**config.mk**
```make
export PLATFORM = sky130hd
export DESIGN_NAME = mem_stage_lsu
export DESIGN_NICKNAME = d
export VERILOG_FILES = /design/src/rtl/mem_stage_lsu.sv
export SDC_FILE = /design/constraint.sdc
export NUM_CORES = 1
export LEC_CHECK = 0
export BUFFER_PORTS_ARGS = -buffer_cell sky130_fd_sc_hd__buf_2
export CAP_MARGIN = 20
export CORE_UTILIZATION = 52
export CTS_CLUSTER_SIZE = 24
export DETAILED_ROUTE_END_ITERATION = 8
export PLACE_DENSITY_LB_ADDON = 0.12
export SLEW_MARGIN = 0
export SYNTH_ARGS = -nofsm -noshare
export SYNTH_HDL_FRONTEND = slang
export SYNTH_SLANG_ARGS = --single-unit
```
**constraint.sdc**
```tcl
create_clock -name clk -period 7.5 [get_ports clk]
set_input_delay 0.75 -clock clk [delete_from_list [all_inputs] [get_ports clk]]
set_output_delay 0.75 -clock clk [all_outputs]
set_load 0.02 [all_outputs]
```
**src/rtl/mem_stage_lsu.sv**
```systemverilog
// Memory-stage load/store unit.
// Sits behind the EX/MEM register. It turns one M-stage load or store into a
// single req/ack bus cycle with byte enables. It stalls the pipeline until the
// access completes, then returns aligned and extended load data.
// Misaligned accesses and illegal funct3 codes are flagged and suppressed.
//
// Ports
//   clk, rst         clock; asynchronous active-high reset
//   aluResultM       effective byte address
//   writeDataM       store data (low bits significant)
//   memWriteM        store request (wins over a load)
//   resultSrcM       load when equal to LOAD_SRC
//   addressingmodeM  funct3: 000 B, 001 H, 010 W, 100 BU, 101 HU
//   holdM            downstream stall; EX/MEM contents are held
//   memStall         stall request to the hazard unit
//   readDataM        extended load result, held until the next load
//   misalignM        misaligned / illegal access flag (IDLE only)
//   bus_*            word-wide request/acknowledge data bus
//
// state | meaning
// IDLE  | waiting for an M-stage access; faults are flagged here
// BUSY  | bus_req high, bus fields frozen, waiting for bus_ack
// DONE  | access finished, readDataM valid, waiting for holdM to drop
module mem_stage_lsu #(
  parameter logic [1:0] LOAD_SRC = 2'b01
) (
  input  logic        clk,
  input  logic        rst,
  input  logic [31:0] aluResultM,
  input  logic [31:0] writeDataM,
  input  logic        memWriteM,
  input  logic [1:0]  resultSrcM,
  input  logic [2:0]  addressingmodeM,
  input  logic        holdM,
  output logic        memStall,
  output logic [31:0] readDataM,
  output logic        misalignM,
  output logic        bus_req,
  output logic        bus_we,
  output logic [31:0] bus_addr,
  output logic [31:0] bus_wdata,
  output logic [3:0]  bus_be,
  input  logic [31:0] bus_rdata,
  input  logic        bus_ack
);

  typedef enum logic [1:0] {IDLE = 2'd0, BUSY = 2'd1, DONE = 2'd2} state_t;

  state_t      r_state, w_state_nxt;
  logic        r_bus_req, r_bus_we;
  logic [31:0] r_bus_addr, r_bus_wdata, r_read_data;
  logic [3:0]  r_bus_be;
  logic [1:0]  r_off;
  logic [2:0]  r_mode;

  logic        w_access, w_fault, w_start, w_stall;
  logic [3:0]  w_be;
  logic [31:0] w_wdata, w_extract;
  logic [7:0]  w_byte;
  logic [15:0] w_half;

  assign w_access = memWriteM | (resultSrcM == LOAD_SRC);

  always_comb begin
    w_fault = 1'b0;
    case (addressingmodeM)
      3'b001, 3'b101:         w_fault = aluResultM[0];
      3'b010:                 w_fault = |aluResultM[1:0];
      3'b011, 3'b110, 3'b111: w_fault = 1'b1;
      default:                w_fault = 1'b0;
    endcase
    w_fault = w_fault & w_access;
  end

  assign w_start = w_access & ~w_fault;

  // Loads always fetch the full word; lane selection happens on return.
  always_comb begin
    w_be    = 4'b1111;
    w_wdata = writeDataM;
    case (addressingmodeM[1:0])
      2'b00: begin
        w_wdata = {4{writeDataM[7:0]}};
        if (memWriteM) w_be = 4'b0001 << aluResultM[1:0];
      end
      2'b01: begin
        w_wdata = {2{writeDataM[15:0]}};
        if (memWriteM) w_be = 4'b0011 << aluResultM[1:0];
      end
      default: begin
        w_wdata = writeDataM;
        w_be    = 4'b1111;
      end
    endcase
  end

  // Lane extraction uses the offset and mode captured at issue time.
  always_comb begin
    w_byte    = bus_rdata[{r_off, 3'b000} +: 8];
    w_half    = bus_rdata[{r_off[1], 4'b0000} +: 16];
    w_extract = bus_rdata;
    case (r_mode)
      3'b000:  w_extract = {{24{w_byte[7]}}, w_byte};
      3'b001:  w_extract = {{16{w_half[15]}}, w_half};
      3'b100:  w_extract = {24'h0, w_byte};
      3'b101:  w_extract = {16'h0, w_half};
      default: w_extract = bus_rdata;
    endcase
  end

  always_ff @(posedge clk or posedge rst) begin
    if (rst) r_state <= IDLE;
    else     r_state <= w_state_nxt;
  end

  always_comb begin
    w_state_nxt = r_state;
    w_stall     = 1'b0;
    case (r_state)
      IDLE: begin
        if (w_start) begin
          w_stall     = 1'b1;
          w_state_nxt = BUSY;
        end
      end
      BUSY: begin
        w_stall = 1'b1;
        if (bus_ack) w_state_nxt = DONE;
      end
      DONE: begin
        if (!holdM) w_state_nxt = IDLE;
      end
      default: w_state_nxt = IDLE;
    endcase
  end

  always_ff @(posedge clk or posedge rst) begin
    if (rst) begin
      r_bus_req   <= 1'b0;
      r_bus_we    <= 1'b0;
      r_bus_addr  <= 32'h0;
      r_bus_wdata <= 32'h0;
      r_bus_be    <= 4'h0;
      r_read_data <= 32'h0;
      r_off       <= 2'b00;
      r_mode      <= 3'b000;
    end else if (r_state == IDLE) begin
      if (w_start) begin
        r_bus_req   <= 1'b1;
        r_bus_we    <= memWriteM;
        r_bus_addr  <= {aluResultM[31:2], 2'b00};
        r_bus_wdata <= w_wdata;
        r_bus_be    <= w_be;
        r_off       <= aluResultM[1:0];
        r_mode      <= addressingmodeM;
      end
    end else if (r_state == BUSY) begin
      if (bus_ack) begin
        r_bus_req <= 1'b0;
        if (!r_bus_we) r_read_data <= w_extract;
      end
    end
  end

  assign memStall  = w_stall;
  assign misalignM = w_fault & (r_state == IDLE);
  assign readDataM = r_read_data;
  assign bus_req   = r_bus_req;
  assign bus_we    = r_bus_we;
  assign bus_addr  = r_bus_addr;
  assign bus_wdata = r_bus_wdata;
  assign bus_be    = r_bus_be;

endmodule

```
## Yosys cells after proc, flatten, opt, wreduce, memory -nomap -nowiden

Cells that the tools add are included.

| storage, ports and cells | value |
|---|---|
| register bits after elaboration | 107 |
| logic and storage cells | 64 |

| operators by class | value |
|---|---|
| multiplexer cells | 16 |
| bitwise operators | 7 |
| equal/unequal tests | 16 |
| reductions and logical operators | 12 |
| shift-type cells | 4 |

Operators with widths:

| cell | number |
|---|---|
| $pmux 32 s4 | 1 |
| $pmux 32 s2 | 1 |
| $shiftx 32x6->16 | 1 |
| $shiftx 32x6->8 | 1 |
| $eq 3x3->1 const B | 5 |
| $mux 4 | 2 |
| $pmux 4 s2 | 1 |
| $eq 2x1->1 const B | 3 |
| $eq 3x1->1 const B | 2 |
| $eq 3x2->1 const B | 2 |
| $mux 2 | 3 |
| $ne 2x2->1 const B | 3 |
| $pmux 2 s3 | 1 |
| $reduce_and 3->1 | 2 |
| $mux 1 | 5 |
| $logic_not 2->1 | 2 |
| $reduce_and 4->1 | 1 |
| $reduce_bool 2->1 | 2 |
| $reduce_or 2->1 | 2 |
| $shl 1x2->4 const A | 1 |
| $shl 2x2->4 const A | 1 |
| $and 1x1->1 | 3 |
| $logic_not 3->1 | 1 |
| $not 1->1 | 3 |
| other kinds (6) | 6 |

## Logic depth before layout (Yosys ltp)

| logic depth | value |
|---|---|
| word-level depth | 8 |
| mapped depth | 7 |

## Worst setup path before layout

OpenSTA, ideal clock, no wires.

| timing | value |
|---|---|
| kind | input to output |
| from | input port aluResultM[0] |
| to | output port misalignM |
| cell stages on the path | 5 |
| slack | 4.816 ns |
| arrival time | 1.934 ns |
| required time | 6.750 ns |
| cell sequence | inv_1 -> ha_1 -> a21oi_2 -> inv_1 -> nor4_1 |

| between the ends | value |
|---|---|
| longest elaborated chain between the ends | 4 |

RTL lines:

| what | RTL line | RTL |
|---|---|---|
| start, declared | 29 | `input logic [31:0] aluResultM,` |
| $reduce_or 2->1 | 68 | `3'b010: w_fault = \|aluResultM[1:0];` |
| $pmux 1 s3 * | 66 | `case (addressingmodeM)` |
| $and 1x1->1 * | 72 | `w_fault = w_fault & w_access;` |
| $and 1x1->1 * | 166 | `assign misalignM = w_fault & (r_state == IDLE);` |
| end, declared | 37 | `output logic misalignM,` |

Mark *: on every way between the ends. The rest lies on a longest branch, timed or not.

## Final worst setup path

| timing | value |
|---|---|
| from | input port addressingmodeM[1] |
| to | output port misalignM |

| between the ends | value |
|---|---|
| longest elaborated chain between the ends | 5 |
| elaborated cells on any way between the ends | 11 |

RTL lines:

| what | RTL line | RTL |
|---|---|---|
| start, declared | 33 | `input logic [2:0] addressingmodeM,` |
| $eq 3x2->1, or another cell as far along | 66 |  |
| $reduce_or 3->1 / $reduce_or 2->1 (equally long branches) | 66 |  |
| $pmux 1 s3 * | 66 |  |
| $and 1x1->1 * | 72 |  |
| $and 1x1->1 * | 166 |  |

Marked as above.

==> impl_results.md <==
* Die Height at 100 um
* Comb pwr share at between 40% and 50%
* Area leader, netlist: dfrtp_1
* NetSw at 1.03 mW
* CP max-delay cell: buf_2
* Count of final setup violators at 0
* DRT Pass-1 Iters at 4
* Hold WC Path Type: input port to asynchronous set/reset pin
* First-pass GRT wire length at around 19000 um
* Post-synthesis mux area share at 23.6%
* Largest net degree at the start of global routing at 86
* Critical path class: input port to primary output
* GPL Wtd Cong at approximately 0.9
* Clock network fraction of total power at between 10 and 15%
* Share of layout cells above drive strength 1 at between 40% and 50%
* I/O pin count at 210
* Dpl cells at 733
* Commonest non-fill, non-tap cell in the layout: buf_2
* CP startpoint kind: input port
* DRT iter0 DRCs at ~190
* Post-Synth Adder-Cell Area at less than 1%
* Tightest Pin Transition at 968 ps
* Total of max-cap violations at 0
* Dpl hpwl at 8720 um
* Clock Skew at between 15 and 20 ps
* Area fraction in compound gates after synthesis at under 10%
* Max VDD drop at about 0.19 mV
* CTS clock-pin slew for the worst setup and hold paths at about 100 ps
* CP Cell Sequence: buf_2 -> a21oi_1 -> a21oi_2 -> inv_1 -> nor4_1 -> buf_2
* Die area at ~10000 um2
* Flop pwr share at ~40%
* Residual DRC count at 0
* Antenna-violating nets left at 0
* P per Cell Area at around 390 nW/um2
* Post-synthesis instance area at around 5000 um2
* Fmax at 0.355 GHz
* Clock Latency Late Sink at between 300 and 400 ps
* Core area at roughly 9300 um2
* Post-cts sizing count at 0
* Wirelength per Cell at 15.8 um
* CP max stage delay at about 400 ps
* Internal Power at 1.44 mW
* Count of cell types in the netlist at 37
* Layout fillers at roughly 740
* CTS tree: built
* Tmin final at between 2000 and 3000 ps
* Commonest non-fill, non-tap cells in the layout: buf_2 (207), dfrtp_1 (107), mux2_1 (57)
* Slew Viols, Final at 0
* Main combinational cell family by area after synthesis: multiplexers
* Area Growth Syn to Fin at 25.3%
* Gr usage total at between 20% and 30%
* Final Hold Fails at 0
* Die W at about 100 um
* Required @ worst endpoint at between 6000 and 7000 ps
* R2r worst-path depth at 4
* Total Wirelength at roughly 12000 um
* Sequential cell area at about 2700 um2
* N_diodes at 0
* Fin crit share at 37.6%
* Ys async rst share at 100%
* Primary FF master, synth: dfrtp_1
* Vias/cell at between 5 and 6
* Synth Area in Simple Gates at 10.9%
* Initial antenna violation count at 0
* H-tree depth at 3
* Post-CTS Hold Buffers at 0
* Slew headroom at around 35%
* XOR/XNOR share of the synthesized area at 0%
* Total CTS buffers at 9
* Via count at ~4000
* Yosys top cell area share at between 50% and 60%
* Post-synth EDFFs at 0
* WP data arrival at 2070 ps
* Post-synthesis average cell area at roughly 12 um2
* Crit end category: primary output
* Place WS at 4670 ps
* Post-synthesis sequential area ratio at between 50% and 60%
* Switching share of power at 41.8%
* CP Max Fanout at 28
* Tot Pwr at ~2.5 mW
* Area of the multi-input gates at between 2000 and 2500 um2
* Synth top area cells: dfrtp_1 (53%), mux2_1 (13%), mux2_2 (8.3%)
* Yosys Warn Count at 0
* Nets@finish at roughly 730
* Initial Util at around 54%
* Vias in the first global route at roughly 4000
* Setup TNS at 0 ps
* Leak pwr at around 3.1 nW
* Status: finished, final reports clean
* Final WS setup at between 4000 and 5000 ps
* Grt ovf at 0
* PortBufs at 207
* CTS Buffer Depth at 2
* RSZ-0062 raised after global routing: no
* Most common cell on crit path: buf_2
* Synth Register Bits at approximately 110
* Synthesized netlist cell count at between 400 and 500
* Root buf cell: clkbuf_8
* FP Rows at 35
* # clock sinks at around 110
* Setup bufs post-CTS at 0
* Fin cells at 750
layout make-up:
class	count	share of cell area (%)
Clock inverter	5	0.950
Multi-Input combinational cell	279	34.2
Timing Repair Buffer	212	17.3
Sequential cell	107	42.4
Inverter	7	0.455
Tap cell	129	2.55
Clock buffer	11	2.24
stage by stage:
stage	cell area (um2)	hold slack [ps]	util, %
after floorplan	5050	473	-
after global placement	6090	459	65.3
after detailed placement	6090	464	65.3
after CTS	6290	323	67.5
after global routing	6320	334	67.8
final	6320	328	67.8
final timing paths:
| check | endpoint | slack [ps] | start |
|---|---|---|---|
| worst min-delay path | bus_addr[17] | 330 | rst |
| worst max register to register | readDataM[28] | 4920 | r_state[1] |
| max in group asynchronous | bus_wdata[18] | 6240 | rst |
| worst max-delay path | misalignM | 4680 | addressingmodeM[1] |
| min in group clk | readDataM[4] | 480 | readDataM[4] |
| worst min register to register | readDataM[4] | 480 | readDataM[4] |
critical path: cells and delay by family:
family                 cells  cell delay [ps]
buffers and inverters      3              700
and+or+nand+nor            1              280
AOI/OAI and AO/OA          2              320
layer usage:
layer | track usage (%) | up-vias | part of all wire (%)
met2 | 39.4 | 160 | 48
met1 | 31.9 | 1927 | 43
met5 | 0 | - | 0
met3 | 4.58 | 21 | 6.4
met4 | 10.4 | 0 | 2.4
li1 | - | 1880 | -
power by group through the flow:
stage | clock, mW | combinational (mW) | sequential [mW]
after floorplan | 0 | 0.432 | 1.31
after global placement | 0 | 1.08 | 1.01
after detailed placement | 0 | 1.10 | 1.03
after CTS | 0.370 | 1.11 | 1.02
after global routing | 0.390 | 1.18 | 1.06
final | 0.357 | 1.10 | 1.02
synth_stat cells, types with 4 or more instances:
library cell and number:
dfrtp_1 107, mux2_1 57, nand2_1 44, mux2_2 37, nand3_1 34, a211oi_1 14, nor2_1 14, mux2i_1 13
clkbuf_1 11, o21ai_0 10, buf_2 9, nor3b_1 8, o22ai_1 8, buf_6 7, inv_1 7, o31ai_1 7
a21oi_1 5, ha_1 4
state kept, by name, indices dropped and copies added (netlist names):
signal	cells
bus_addr	30
bus_be	4
bus_req	1
bus_wdata	32
bus_we	1
r_mode	3
r_off	2
r_state	2
readDataM	32
cell families after synthesis:
logic type      count (synthesis)
mux                           107
fa+ha+maj                       4
flops                         107
simple gates                  114
other cells                     1
buf+inv                        37
compound gates                 52
Power figures use the tool's default switching activity.
